<file path="src/rtl/median_filter.sv">
// -----------------------------------------------------------------------------
// median_filter
// Streaming 3x3 median engine. A window of nine pixels is loaded serially into
// a nine-register ring (med), then sorted in place by one compare-exchange
// cell (mce) under control of the FSM below. The median leaves on DO together
// with a one-cycle DSO pulse.
//
// Ports (median_filter):
//   clk   in   1      system clock, rising edge
//   nRST  in   1      synchronous active-low reset
//   DI    in   WIDTH  pixel in, taken while DSI=1 and the block is accepting
//   DSI   in   1      data strobe in, high for nine consecutive pixels
//   DO    out  WIDTH  median out, valid only while DSO=1
//   DSO   out  1      one-cycle strobe marking DO valid
//
// Ring model used by the schedule (head = r_win[SIZE-1], tail = r_win[0]):
//   every non-load cycle removes the head and the element behind it, puts one
//   of them back as the new head and appends the other at the tail.
//     BYP=1 : plain rotation (old head to tail).
//     BYP=0 : larger value stays as head, smaller goes to the tail.
//   Pass p compares 8-p times (head collects the largest unsorted value) and
//   then rotates p+1 times, which parks that maximum behind the previously
//   parked ones and brings the unsorted part back to the front. After four
//   passes the four largest values are parked; four more compares leave the
//   largest of the remaining five -- the median -- at the head, i.e. on DO.
// -----------------------------------------------------------------------------

// -----------------------------------------------------------------------------
// mce: compare-exchange cell (unsigned).
//   i_a, i_b  in   WIDTH  operands
//   o_hi      out  WIDTH  max(i_a, i_b)
//   o_lo      out  WIDTH  min(i_a, i_b)
// -----------------------------------------------------------------------------
module mce #(
    parameter int WIDTH = 8
) (
    input  logic [WIDTH-1:0] i_a,
    input  logic [WIDTH-1:0] i_b,
    output logic [WIDTH-1:0] o_hi,
    output logic [WIDTH-1:0] o_lo
);
    logic w_a_ge_b;

    assign w_a_ge_b = (i_a >= i_b);
    assign o_hi     = w_a_ge_b ? i_a : i_b;
    assign o_lo     = w_a_ge_b ? i_b : i_a;
endmodule

// -----------------------------------------------------------------------------
// med: nine-register compare/shift datapath. No reset: contents are
// meaningless until a full window has been loaded and sorted.
//   clk  in   1      clock
//   DI   in   WIDTH  pixel shifted in at the tail while DSI=1
//   DSI  in   1      load strobe (priority over BYP)
//   BYP  in   1      1 = rotate, 0 = compare-exchange head with next element
//   DO   out  WIDTH  current head of the ring
// -----------------------------------------------------------------------------
module med #(
    parameter int WIDTH = 8,
    parameter int SIZE  = 9
) (
    input  logic             clk,
    input  logic [WIDTH-1:0] DI,
    input  logic             DSI,
    input  logic             BYP,
    output logic [WIDTH-1:0] DO
);
    logic [WIDTH-1:0] r_win [SIZE];
    logic [WIDTH-1:0] w_hi;
    logic [WIDTH-1:0] w_lo;

    mce #(.WIDTH(WIDTH)) u_mce (
        .i_a  (r_win[SIZE-1]),
        .i_b  (r_win[SIZE-2]),
        .o_hi (w_hi),
        .o_lo (w_lo)
    );

    always_ff @(posedge clk) begin
        // Body of the ring always advances by one position.
        for (int i = 1; i < SIZE-1; i++) begin
            r_win[i] <= r_win[i-1];
        end
        if (DSI) begin
            r_win[0]      <= DI;
            r_win[SIZE-1] <= r_win[SIZE-2];
        end else if (BYP) begin
            r_win[0]      <= r_win[SIZE-1];
            r_win[SIZE-1] <= r_win[SIZE-2];
        end else begin
            r_win[0]      <= w_lo;
            r_win[SIZE-1] <= w_hi;
        end
    end

    assign DO = r_win[SIZE-1];
endmodule

// -----------------------------------------------------------------------------
// median_filter: top level, control FSM plus datapath.
// -----------------------------------------------------------------------------
module median_filter #(
    parameter int WIDTH = 8,
    parameter int SIZE  = 9      // only 9 is supported
) (
    input  logic             clk,
    input  logic             nRST,
    input  logic [WIDTH-1:0] DI,
    input  logic             DSI,
    output logic [WIDTH-1:0] DO,
    output logic             DSO
);
    typedef enum logic [2:0] {
        S_IDLE  = 3'd0,
        S_LOAD  = 3'd1,
        S_PASS  = 3'd2,
        S_FINAL = 3'd3,
        S_DONE  = 3'd4
    } state_t;

    // Index of the last pixel / last cycle of a pass.
    localparam logic [3:0] LAST = 4'(SIZE - 1);

    state_t     r_state;
    logic [3:0] r_load_cnt;
    logic [3:0] r_c;
    logic [1:0] r_p;
    logic [1:0] r_fin_cnt;

    state_t     w_state_next;
    logic [3:0] w_load_next;
    logic [3:0] w_c_next;
    logic [1:0] w_p_next;
    logic [1:0] w_fin_next;

    logic       w_dsi;
    logic       w_byp;
    logic [3:0] w_cmp_len;

    // Number of compare cycles in the current pass: 8, 7, 6, 5.
    assign w_cmp_len = LAST - {2'b00, r_p};

    always_ff @(posedge clk) begin
        if (!nRST) begin
            r_state    <= S_IDLE;
            r_load_cnt <= 4'd0;
            r_c        <= 4'd0;
            r_p        <= 2'd0;
            r_fin_cnt  <= 2'd0;
        end else begin
            r_state    <= w_state_next;
            r_load_cnt <= w_load_next;
            r_c        <= w_c_next;
            r_p        <= w_p_next;
            r_fin_cnt  <= w_fin_next;
        end
    end

    always_comb begin
        w_state_next = r_state;
        w_load_next  = r_load_cnt;
        w_c_next     = r_c;
        w_p_next     = r_p;
        w_fin_next   = r_fin_cnt;
        w_dsi        = 1'b0;
        w_byp        = 1'b1;

        unique case (r_state)
            S_IDLE: begin
                w_dsi = DSI;
                if (DSI) begin
                    w_state_next = S_LOAD;
                    w_load_next  = 4'd1;
                end
            end

            S_LOAD: begin
                w_dsi = DSI;
                if (!DSI) begin
                    // Short window: drop it, no result.
                    w_state_next = S_IDLE;
                    w_load_next  = 4'd0;
                end else if (r_load_cnt == LAST) begin
                    w_state_next = S_PASS;
                    w_load_next  = 4'd0;
                    w_c_next     = 4'd0;
                    w_p_next     = 2'd0;
                end else begin
                    w_load_next = r_load_cnt + 4'd1;
                end
            end

            S_PASS: begin
                w_byp = (r_c < w_cmp_len) ? 1'b0 : 1'b1;
                if (r_c == LAST) begin
                    w_c_next = 4'd0;
                    if (r_p == 2'd3) begin
                        w_state_next = S_FINAL;
                        w_p_next     = 2'd0;
                        w_fin_next   = 2'd0;
                    end else begin
                        w_p_next = r_p + 2'd1;
                    end
                end else begin
                    w_c_next = r_c + 4'd1;
                end
            end

            S_FINAL: begin
                w_byp = 1'b0;
                if (r_fin_cnt == 2'd3) begin
                    w_state_next = S_DONE;
                    w_fin_next   = 2'd0;
                end else begin
                    w_fin_next = r_fin_cnt + 2'd1;
                end
            end

            S_DONE: begin
                // The result is already on DO; a pixel arriving now opens
                // the next window without a bubble.
                w_dsi = DSI;
                if (DSI) begin
                    w_state_next = S_LOAD;
                    w_load_next  = 4'd1;
                end else begin
                    w_state_next = S_IDLE;
                end
            end

            default: begin
                w_state_next = S_IDLE;
                w_load_next  = 4'd0;
                w_c_next     = 4'd0;
                w_p_next     = 2'd0;
                w_fin_next   = 2'd0;
            end
        endcase
    end

    // Decoded from the state register only: no path from DSI.
    assign DSO = (r_state == S_DONE);

    med #(.WIDTH(WIDTH), .SIZE(SIZE)) u_med (
        .clk (clk),
        .DI  (DI),
        .DSI (w_dsi),
        .BYP (w_byp),
        .DO  (DO)
    );
endmodule
</file>
<file path="config.mk">
export PLATFORM = sky130hd
export DESIGN_NAME = median_filter
export DESIGN_NICKNAME = d
export VERILOG_FILES = /design/src/rtl/median_filter.sv
export SDC_FILE = /design/constraint.sdc
export NUM_CORES = 1
export LEC_CHECK = 0
export ABC_AREA = 0
export BUFFER_PORTS_ARGS = -buffer_cell sky130_fd_sc_hd__buf_2
export CORE_MARGIN = 2
export CORE_UTILIZATION = 56
export DETAILED_ROUTE_END_ITERATION = 16
export GPL_TIMING_DRIVEN = 0
export PLACE_DENSITY = 0.72
export RECOVER_POWER = 25
export SYNTH_ARGS = -nofsm -noshare
export SYNTH_HDL_FRONTEND = slang
export SYNTH_SLANG_ARGS = --single-unit
</file>
<file path="constraint.sdc">
create_clock -name clk -period 2.9 [get_ports clk]
set_input_delay 0.29 -clock clk [delete_from_list [all_inputs] [get_ports clk]]
set_output_delay 0.29 -clock clk [all_outputs]
set_load 0.02 [all_outputs]
</file>
==> run metrics <==
vias per cell=4.99; DR pass1 iterations=4; Die Height=77.2 µm; commonest non-fill, non-tap cell in the layout=dfxtp_1; Max Cap Viol=0; crit-path max FO=8; largest net degree at the start of global routing=17; Post-Syn Area=0.00300 mm²; number of routed nets with antenna violations=0; Rows=26; CP startpoint=r_p[0]; Tmin final=2660 ps; run status=finished, final reports clean; vias in the first global route=1742; post-route cell area=0.00344 mm²; synth top area cells=dfxtp_1 (47%), edfxtp_1 (16%), ha_1 (7.5%); Synth Register Bits=just under 90; Synth cell types=47; diodes inserted=0; number of DRC violations after detailed-routing iteration 0=~150; Fin Setup TNS=0 ps; # hold bufs at CTS=0; hold_sp=nRST; Async SR Flop Fraction=0; critical path launch point type=register; Final Setup Violations=0; Slew Limit Fails=0; initial core utilization=0.584; Peak VDD IR=roughly 0.00050 V; Worst Setup End Kind=register; Worst-Margin Slew=550 ps; top cell type's share of synthesized area=0.474; commonest cells after routing, fill and taps aside=dfxtp_1 (71), inv_1 (20), buf_2 (20); Max Buffers Root-to-Sink=2; Clock Pin Slew Worst Setup and Hold Paths=about 80 ps; RSZ-0062 raised after global routing=false; PD cells=1030 mW/mm²; first-pass GRT wire length=approximately 8 mm; Wirelength per Cell=13.3 µm; placed cell area=0.00321 mm²; IO buf count=19; CTS Root Cell=clkbuf_8; Routed Wire Length=~4.7 mm; Clock Latency Late Sink=~350 ps; layout cell share with drive strength beyond 1=0.194; CTS tree=yes; Final Hold Viols=0; WHS=291 ps; period utilisation layout=0.917; Hold Path Class=in2reg; GRT overflow=0; sequential fraction of the synthesis area=0.634; Post-synth EDFFs=16; IO Pins=20; total track usage=0.178; static leakage=1.48 nW; clk_skew=16.1 ps; Sink Count=87; Layout Nets=308; Synth Instances=240; max frequency=0.376 GHz; Cell Count Post-Placement=336; GPL Wtd Cong=0.862; critical path class=reg2reg; P&R area growth vs syn=14.5%; Finished Layout Cells=354; Synth Area per Inst=between 10 and 15 µm²; die width=~77 µm; DR vias=between 1500 and 2000; H-tree Lvls=3; initial antenna violation count=0; Post-synth top flop=dfxtp_1; Num CTS Buffers=9; post-synth top area cell=dfxtp_1; core area=0.00514 mm²; DP HPWL=3.12 mm; Ys Warns=0; Die ar.=0.00596 mm²; Critical Path AT=2760 ps; Slew headroom=0.624; R2R Path Start=r_p[0]; WP data required=3000 ps; # DRC=0
-- sequential cells by signal, summed over array words and instances, names as in the netlist --
| signal | cells |
|---|---|
| r_c | 4 |
| r_p | 2 |
| r_fin_cnt | 2 |
| r_state | 3 |
| u_med.r_win | 72 |
| r_load_cnt | 4 |
-- area by class of cell --
type	count	area [µm²]
Sequential cell	87	1900
Fill cell	437	1700
Multi-Input combinational cell	128	981
Clock buffer	11	163
Timing Repair Buffer	21	110
Tap cell	70	87.6
Inverter	21	78.8
Buffer	11	72.6
Clock inverter	5	42.5
-- layer usage --
layer / share of wire / vias up / track usage
met4: 0.016 / 0 / 0.0571
met1: 0.47 / 815 / 0.227
met5: 0 / - / 0
li1: - / 901 / -
met3: 0.046 / 8 / 0.0718
met2: 0.47 / 42 / 0.277
-- synth_stat cells, drive strengths merged, types with 2 or more instances --
master / count
inv: 21
edfxtp: 16
nor3: 2
ha: 18
and3: 2
clkbuf: 2
and2: 11
a31oi: 4
a21oi: 5
a221o: 8
a2111oi: 2
dfxtp: 71
o31a: 2
mux2i: 4
o21ai: 6
nand2: 8
nor2b: 7
nand3b: 2
nand2b: 2
a32oi: 2
buf: 9
nor2: 14
nand3: 3
nor3b: 2
-- cell families after synthesis --
family	after synthesis	synth area share
and+or+nand+nor	59	0.111
other	1	0.00125
DFF	87	0.634
muxes	4	0.0133
AOI/OAI and AO/OA	39	0.115
buffers and inverters	32	0.0504
adders and majority gates	18	0.0750
-- what timing repair did --
| action | CTS | global route |
|---|---|---|
| setup endpoints to repair | 2 | 8 |
| pin swaps | 0 | 1 |
| setup buffers | 0 | 2 |
| resized for setup | 1 | 0 |
-- critical path, cell delays in order (launching register included) --
cell and delay (ps):
dfxtp_1 390, inv_1 80, ha_1 300, inv_1 40
ha_1 260, o21ai_0 160, a31oi_1 70, o31a_2 340
o32a_4 450, a221o_1 340
-- through the flow --
stage               setup slack (ps)   util  power [mW]
CTS                              230  0.666        3.55
global route                    34.9  0.669        3.76
global placement                21.0  0.625        2.68
finish                           240  0.669        3.53
detailed placement              21.8  0.625        2.69
floorplan                        477      -        2.45
-- report_power, final --
part | switching [mW] | internal (mW) | total [mW]
Sequential | 0.164 | 1.62 | 1.79
Clock | 0.429 | 0.399 | 0.828
Combinational | 0.500 | 0.417 | 0.917
-- worst paths after layout --
path,end,slack [ps],cells past startpoint
setup reg to reg,u_med.r_win[0][2],240,9
hold / removal,r_c[3],290,3
setup / recovery,u_med.r_win[0][2],240,9
hold reg to reg,u_med.r_win[0][29],310,0
(Power assumes the default switching activity.)
